[src/rtl/full_subtractor.sv]
// full_subtractor -- single-bit registered full subtractor (a - b - bin).
//
// Parallel mode (serial=0): every valid cycle is an independent 1-bit op
// using c as borrow-in. Serial mode (serial=1): words are fed LSB-first,
// c is the initial borrow on the start-of-word cycle (sow=1), and later
// bits chain from the registered borrow. Outputs are purely registered.
//
// Ports:
//   clk       in   rising-edge clock
//   rst       in   asynchronous active-high reset
//   in_valid  in   operands valid; result captured when high
//   a, b      in   minuend / subtrahend bit
//   c         in   borrow-in (parallel mode, or serial start-of-word)
//   serial    in   1 = bit-serial chaining mode
//   sow       in   start of word in serial mode, qualified by in_valid
//   diff      out  registered difference bit
//   borrow    out  registered borrow-out (also the serial chain state)
//   out_valid out  one-cycle pulse per accepted in_valid
module full_subtractor (
  input  logic clk,
  input  logic rst,
  input  logic in_valid,
  input  logic a,
  input  logic b,
  input  logic c,
  input  logic serial,
  input  logic sow,
  output logic diff,
  output logic borrow,
  output logic out_valid
);

  logic diff_q, diff_d;
  logic borrow_q, borrow_d;
  logic vld_q, vld_d;
  logic bin;
  logic diff_n, borrow_n;

  // Chain from the registered borrow only for non-first bits of a serial
  // word; the rule is re-evaluated each cycle, so toggling serial mid-word
  // needs no extra state.
  assign bin      = (serial && !sow) ? borrow_q : c;
  assign diff_n   = a ^ b ^ bin;
  assign borrow_n = (~a & b) | (~(a ^ b) & bin);

  // in_valid gates the whole update, so unknown operands during bubbles
  // never reach the registers and the chain state survives the bubble.
  always_comb begin
    diff_d   = diff_q;
    borrow_d = borrow_q;
    vld_d    = 1'b0;
    if (in_valid) begin
      diff_d   = diff_n;
      borrow_d = borrow_n;
      vld_d    = 1'b1;
    end
  end

  always_ff @(posedge clk or posedge rst) begin
    if (rst) begin
      diff_q   <= 1'b0;
      borrow_q <= 1'b0;
      vld_q    <= 1'b0;
    end else begin
      diff_q   <= diff_d;
      borrow_q <= borrow_d;
      vld_q    <= vld_d;
    end
  end

  assign diff      = diff_q;
  assign borrow    = borrow_q;
  assign out_valid = vld_q;

endmodule

[config.mk]
export PLATFORM = sky130hd
export DESIGN_NAME = full_subtractor
export DESIGN_NICKNAME = d
export VERILOG_FILES = /design/src/rtl/full_subtractor.sv
export SDC_FILE = /design/constraint.sdc
export NUM_CORES = 1
export LEC_CHECK = 0
export BUFFER_PORTS_ARGS = -buffer_cell sky130_fd_sc_hd__buf_4
export CORE_AREA = 2 2 39 41
export CTS_CLUSTER_DIAMETER = 40
export CTS_CLUSTER_SIZE = 12
export DETAILED_ROUTE_END_ITERATION = 12
export DIE_AREA = 0 0 41 43
export PLACE_DENSITY = 0.41
export SLEW_MARGIN = 10
export SYNTH_ARGS = -nofsm -noshare
export SYNTH_HDL_FRONTEND = slang
export SYNTH_SLANG_ARGS = --single-unit
[constraint.sdc]
create_clock -name clk -period 1.5 [get_ports clk]
set_input_delay 0.3 -clock clk [delete_from_list [all_inputs] [get_ports clk]]
set_output_delay 0.3 -clock clk [all_outputs]
set_load 0.01 [all_outputs]
# --- Word level (Yosys, flattened, before mapping) ---
# Cells that the tools add are included.
classes:
  n_addsub: 0
  multipliers: 0
  n_div: 0
  magnitude_cmp: 0
  eq_ne: 0
  shift: 0
  muxes: 2
  n_bitwise: 7
  n_reduce_logical: 2
ops:
  columns: ["op", "count"]
  rows:
  - ["AND 1 bit", 2]
  - ["two-way mux 1 bit", 2]
  - ["NOT 1 bit", 2]
  - ["bitwise XOR 1 bit", 2]
  - ["logical AND 1 bit", 1]
  - ["zero test 1 bit", 1]
  - ["bitwise OR 1 bit", 1]
word_totals:
  ff_bits: 3
  latchBits: 0
  ramBits: 0
  romBits: 0
  input_bits: 8
  out_inout_bits: 3
  word_cells: 14
  memories: 0

# --- Depth between registers and ports, before layout ---
# Gate-level depths: netlist (run 1).
logic_depth:
  depth_word: 5
  mapped_depth: 4
  depth_no_buf: 4

# --- Worst setup path before layout (run 1) ---
# No wires, ideal clock.
synth_timing:
  path_type: "in2reg"
  from: "input sow"
  to: "register diff_q, in the netlist diff"
  setup_time_ns: 0.125
  arrival_time_ns: 1.264
  required_time_ns: 1.375
  setup_slack_ns: 0.111
  path_stages: 4
  n_path_buf: 0
  path_cell_list: "nand2b_4 mux2i_1 fa_1 mux2_4"
synth_via:
  elab_chain_cells: 4
synth_rtl:
  columns: ["element", "line_no", "source"]
  rows:
  - ["from (decl)", "27", "input logic sow,"]
  - ["zero test 1 bit", "42", "assign bin = (serial && !sow) ? borrow_q : c;"]
  - ["logical AND 1 bit", "42", null]
  - ["two-way mux 1 bit", "42", null]
  - ["bitwise XOR 1 bit", "43", "assign diff_n = a ^ b ^ bin;"]
  - ["net diff_n", "37", "logic diff_n, borrow_n;"]
  - ["to (signal assigned)", "65", "diff_q <= diff_d;"]
  - ["to (decl)", "33", "logic diff_q, diff_d;"]
# The timed path passes the listed nets, and every way through them passes these cells.
# A chain may end at the register's enable or synchronous reset.

# --- Worst setup path after layout (run 1) ---
layout_timing:
  from: "register borrow_q, in the netlist borrow"
  to: "register diff_q, in the netlist diff"
layout_via:
  elab_chain_cells: 2
layout_rtl:
  columns: ["element", "line_no", "source"]
  rows:
  - ["from (decl)", "34", "logic borrow_q, borrow_d;"]
  - ["from (signal assigned)", "66", "borrow_q <= borrow_d;"]
  - ["two-way mux 1 bit", "42", null]
  - ["bitwise XOR 1 bit", "43", null]
  - ["net diff_n", "37", null]
# The timed path passes the listed nets, and every way through them passes these cells.

==> results.tsv, run 1 <==
stage	metric	value	unit
critical_path	worst endpoint required time	1610	ps
die	io pins	11	
logic_synthesis	Avg Cell Area, Syn	13.6	um^2
clock_network	Resize count post-CTS	0	
sta	worst clock skew	0.0248	ps
sta	Max Clk Rate	0.736	GHz
global_route	Tot GR Track Use	5.95	%
power_and_ir_drop	combinational share of power	21.9	%
power_and_ir_drop	Net Sw Power	0.0000695	W
sta	worst rel slew slack	88.8	%
global_route	largest net degree at the start of global routing	5	
critical_path	crit path capture type	register	
critical_path	Setup CP Type	reg -> reg	
critical_path	worst r2r dst	diff	
logic_synthesis	mapped cell area	150	um^2
finish	Nets	36	
die	Core Area	1380	um^2
clock_network	Clk pin slew, worst setup/hold paths	40	ps
global_route	gr ovfl total	0	
clock_network	CTS buffer count	3	
clock_network	clock sinks	3	
sta	Max Slew Vio Count	0	
worst_hold_path	min-delay src	in_valid	
power_and_ir_drop	Flop pwr share	32.6	%
global_route	antenna violations before repair	0	
drt	Initial DRC Count	1	
critical_path	worst setup path startpoint	borrow	
drt	DRT antenna net count	0	
finish	ant diodes	0	
drt	wire length per cell	8.21	um
finish	commonest non-fill, non-tap cells in the layout	10 x buf_4, 3 x dfrtp_1, 3 x clkbuf_4	
drt	1st-pass router iterations	2	
sta	final setup vio count	0	
flow_run	Max-Cap Viols	0	
drt	DRC errors left	0	
critical_path	Worst R2R Start	borrow	
logic_synthesis	syn nets	20	
die	Initial Util	10.8	%
critical_path	CP Max Fanout	3	
sta	final critical-path required period	1360	ps
sta	slew at the pin with the worst max-slew slack	163	ps
logic_synthesis	flops & latches, synth	3	
sta	RSZ-0062 raised after global routing	false	
die	Die Area	1760	um^2
clock_network	worst-skew pair later-pin latency	230	ps
placed_design	Port-buffer cells	10	
die	Die Y	43	um
finish	synth-to-layout area growth	87.5	%
critical_path	worst reg2reg setup slack	140	ps
worst_hold_path	Worst Hold Class	in -> reg	
sta	Hold Vio Cnt, Final	0	
worst_hold_path	Hold Crit Depth	1	
placed_design	Final Wtd Congestion	0.635	
finish	most common cell after layout, fill and taps aside	buf_4	
drt	final wirelength	345	um
logic_synthesis	cell count after synthesis	11	
worst_hold_path	WHS Endpoint	out_valid	
drt	Vias	129	
logic_synthesis	Netlist cell types	8	
outcome	run status	completed	
power_and_ir_drop	P_leak	0.147	nW
finish	layout cells sized above 1	57.7	%
power_and_ir_drop	total power	0.000305	W
drt	post-DR vias/cell	3.07	
critical_path	WP data arrival	1470	ps
power_and_ir_drop	Cell Pwr Density	1080	nW/um^2
global_route	vias in the first global route	136	
clock_network	Clock Root Buffer	clkbuf_4	
global_route	first-pass GRT wire length	552	um
power_and_ir_drop	P_int	0.000235	W
logic_synthesis	yosys warns	0	
clock_network	Max H-tree Level	1	
logic_synthesis	Seq/Total Area, Yosys	50.0	%
power_and_ir_drop	Max VDD drop	0.161	mV
die	site row count	14	
critical_path	critical path launch point type	register	
clock_network	CTS tree	done	
die	Die W	41	um
sta	fin crit share	90.5	%
clock_network	CTS Buffer Depth	2	
power_and_ir_drop	Clock power frac	45.5	%
power_and_ir_drop	Net Sw Frac	22.8	%
sta	setup TNS	0	ps
critical_path	FF-to-FF path depth	3	
-- sequential cells by signal, summed over array words and instances (netlist names) --
signal / flops
diff: 1
borrow: 1
out_valid: 1
-- synthesized netlist by cell type --
| cell | instances | area share, % |
|---|---|---|
| dfrtp_1 | 3 | 50 |
| inv_1 | 2 | 5.0 |
| a21oi_1 | 1 | 3.3 |
| fa_1 | 1 | 13 |
| mux2_4 | 1 | 10 |
| mux2i_1 | 1 | 6.7 |
| nand2b_4 | 1 | 9.2 |
| nor2_1 | 1 | 2.5 |
-- kinds of logic (layout without fill, tap and decap cells) --
kind of cell | after synthesis | count (layout) | share of synthesized area (%)
mux | 2 | 2 | 16.7
compound gates | 1 | 1 | 3.33
flops | 3 | 3 | 50.0
simple gates | 2 | 2 | 11.7
buf+inv | 2 | 17 | 5.00
fa+ha+maj | 1 | 1 | 13.3
-- layout make-up --
cell class,count,area [um^2]
Fill cell,157,1100
Clock buffer,4,26.3
Timing Repair Buffer,11,85.1
Multi-Input combinational cell,6,67.6
Sequential cell,3,75.1
Inverter,2,7.51
Tap cell,16,20.0
-- power groups by stage --
stage                     sequential [W]  clock, W  combinational (W)
final                          0.0000993  0.000139          0.0000667
after global routing            0.000101  0.000157          0.0000731
after CTS                      0.0000994  0.000147          0.0000683
after detailed placement        0.000100         0          0.0000661
after global placement          0.000100         0          0.0000640
after floorplan                 0.000105         0          0.0000232
-- worst max-delay path, cell delays in order, from the launching register on --
cell and delay [ps]:
dfrtp_1 390, mux2i_1 170, fa_1 430, mux2_4 260
-- per-layer routing --
metal,vias to the layer above,global-route usage (%),part of all wire [%]
met5,-,0,0
met1,55,6.19,46
li1,63,-,-
met3,0,6.28,19
met2,11,5.00,35
met4,0,8.00,0
-- worst max path at each step --
| stage | slack [ps] | end | cells after the start |
|---|---|---|---|
| global placement | 1 | diff | 5 |
| finish | 140 | diff | 3 |
| CTS | 130 | diff | 3 |
| detailed placement | -20 | diff | 5 |
| floorplan | 110 | diff | 4 |
| global route | 90 | diff | 3 |
-- metrics by stage --
step / setup WS (ps) / hold WS, ps / instances / instance area (um^2) / utilization [%]
floorplan: 111 / 53.6 / 11 / 150 / -
global placement: 1.20 / 175 / 37 / 245 / 17.7
detailed placement: -24.2 / 181 / 37 / 245 / 17.7
CTS: 134 / 205 / 42 / 282 / 20.3
global route: 90.5 / 203 / 42 / 282 / 20.3
finish: 142 / 217 / 42 / 282 / 20.3
-- what timing repair did --
action,in CTS,in global routing
hold endpoints to repair,3,0
endpoints found under the setup margin,0,0
hold buffers,1,0
setup buffers,0,0
Power figures use the tool's default switching activity.
==> run 2: changes to the inputs <==
--- a/config.mk
+++ b/config.mk
@@ -7,8 +7,9 @@
 export LEC_CHECK = 0
 export BUFFER_PORTS_ARGS = -buffer_cell sky130_fd_sc_hd__buf_4
 export CORE_AREA = 2 2 39 41
+export CTS_BUF_LIST = sky130_fd_sc_hd__clkbuf_16
 export CTS_CLUSTER_DIAMETER = 40
-export CTS_CLUSTER_SIZE = 12
+export CTS_CLUSTER_SIZE = 25
 export DETAILED_ROUTE_END_ITERATION = 12
 export DIE_AREA = 0 0 41 43
 export PLACE_DENSITY = 0.41
==> results.tsv, run 2 (synthesis gave the netlist of run 1 again) <==
stage	metric	value	unit
clock_network	CTS Buffer Depth	2	
die	io pins	11	
sta	worst clock skew	0.0619	ps
finish	synth-to-layout area growth	122	%
drt	Initial DRC Count	0	
power_and_ir_drop	combinational share of power	11.5	%
global_route	Tot GR Track Use	5.85	%
critical_path	WP data arrival	1470	ps
sta	final setup vio count	0	
global_route	first-pass GRT wire length	572	um
clock_network	clock sinks	3	
finish	most common cell after layout, fill and taps aside	buf_4	
sta	Hold Vio Cnt, Final	0	
worst_hold_path	Hold Crit Depth	1	
finish	layout cells sized above 1	57.7	%
drt	post-DR vias/cell	3.12	
power_and_ir_drop	Cell Pwr Density	1750	nW/um^2
finish	fin util	24.1	%
die	Die Y	43	um
critical_path	critical path launch point type	register	
critical_path	CP Max Fanout	3	
die	Core Area	1380	um^2
clock_network	Clk pin slew, worst setup/hold paths	30	ps
clock_network	CTS tree	done	
global_route	gr ovfl total	0	
global_route	met3 GRT Util	4.71	%
global_route	largest net degree at the start of global routing	5	
die	site row count	14	
power_and_ir_drop	Flop pwr share	17.0	%
critical_path	FF-to-FF path depth	3	
sta	Max Slew Vio Count	0	
power_and_ir_drop	P_int	0.000480	W
global_route	GR Layer Usage met1	6.84	%
critical_path	Largest stage delay, worst path	430	ps
placed_design	Port-buffer cells	10	
power_and_ir_drop	P_leak	0.174	nW
die	Initial Util	10.8	%
finish	layout filler cell count	151	
placed_design	Post-Place Cells	37	
global_route	grt peak-use layer	met1	
critical_path	crit path capture type	register	
drt	DRC errors left	0	
critical_path	CP Cell Sequence	mux2i_1, fa_1, mux2_4	
drt	Vias	131	
die	Die Area	1760	um^2
drt	final wirelength	380	um
sta	final critical-path required period	1360	ps
power_and_ir_drop	Net Sw Frac	18.1	%
finish	Post-Layout Cell Count	42	
clock_network	CTS buffer count	3	
clock_network	Resize count post-CTS	0	
critical_path	CP max stage cell	fa_1	
sta	worst rel slew slack	88.8	%
sta	fin crit share	90.7	%
global_route	vias in the first global route	149	
sta	RSZ-0062 raised after global routing	false	
sta	slew at the pin with the worst max-slew slack	163	ps
clock_network	worst-skew pair later-pin latency	220	ps
die	Die W	41	um
worst_hold_path	Worst Hold Class	in -> reg	
global_route	antenna violations before repair	0	
sta	Max Clk Rate	0.735	GHz
global_route	met2 global-route usage	5.94	%
placed_design	Final Wtd Congestion	0.635	
drt	wire length per cell	9.05	um
power_and_ir_drop	Clock power frac	71.5	%
drt	1st-pass router iterations	1	
finish	Nets	36	
critical_path	Setup CP Type	reg -> reg	
critical_path	worst endpoint required time	1600	ps
clock_network	Max H-tree Level	1	
flow_run	Max-Cap Viols	0	
power_and_ir_drop	Max VDD drop	0.392	mV
clock_network	Hold Buf Count CTS	1	
power_and_ir_drop	Net Sw Power	0.000106	W
clock_network	postcts setup bufs	0	
outcome	run status	completed	
clock_network	Clock Root Buffer	clkbuf_16	
drt	DRT antenna net count	0	
finish	ant diodes	0	
finish	commonest non-fill, non-tap cells in the layout	10 x buf_4, 3 x inv_1, 3 x dfrtp_1, 3 x clkbuf_16	
==> run 2: cell types whose count changed in the layout (fill, tap and decap cells not counted), sizes merged <==
cell / before / now
inv: 2 / 3
clkbuf: 4 / 3
==> run 2: power by group through the flow <==
stage,Combinational (W),Sequential [W],Clock (W)
global placement,0.0000640,0.000100,0
floorplan,0.0000232,0.000105,0
CTS,0.0000688,0.000100,0.000424
detailed placement,0.0000661,0.000100,0
finish,0.0000672,0.0000995,0.000419
global route,0.0000735,0.000102,0.000431
==> run 2: final cells by class <==
class                           count  area [um^2]  share of cell area, %
Tap cell                           16         20.0                   5.99
Clock inverter                      1         3.75                   1.12
Multi-Input combinational cell      6         67.6                   20.2
Clock buffer                        3         75.1                   22.5
Inverter                            2         7.51                   2.25
Timing Repair Buffer               11         85.1                   25.5
Sequential cell                     3         75.1                   22.5
==> run 2: worst max-delay path, delay by kind of cell, from the launching register on <==
kind       cells  cell delay [ps]
flops          1              390
fa+ha+maj      1              430
mux            2              430
==> run 2: final timing paths <==
check	startpoint	endpoint	slack [ps]
max	borrow	diff	140
min	in_valid	out_valid	220
max reg2reg	borrow	diff	140
min reg2reg	diff	diff	520
max in group asynchronous	rst	out_valid	870
min in group asynchronous	rst	borrow	510
==> run 2: through the flow <==
stage	cell area (um^2)	total power, W	TNS (ps)	hold slack [ps]	worst slack (ps)
6_report	334	0.000585	0	224	140
5_1_grt	334	0.000606	0	224	87.5
4_1_cts	334	0.000593	0	219	130
3_5_place_dp	245	0.000167	-24.2	181	-24.2
3_3_place_gp	245	0.000164	0	175	1.20
2_1_floorplan	150	0.000128	0	53.6	111
==> run 2: metal layers <==
| metal | up-vias | wire length [um] |
|---|---|---|
| met5 | - | 0 |
| met4 | 0 | 0 |
| met3 | 0 | 67 |
| met2 | 11 | 135 |
| met1 | 57 | 177 |
| li1 | 63 | - |
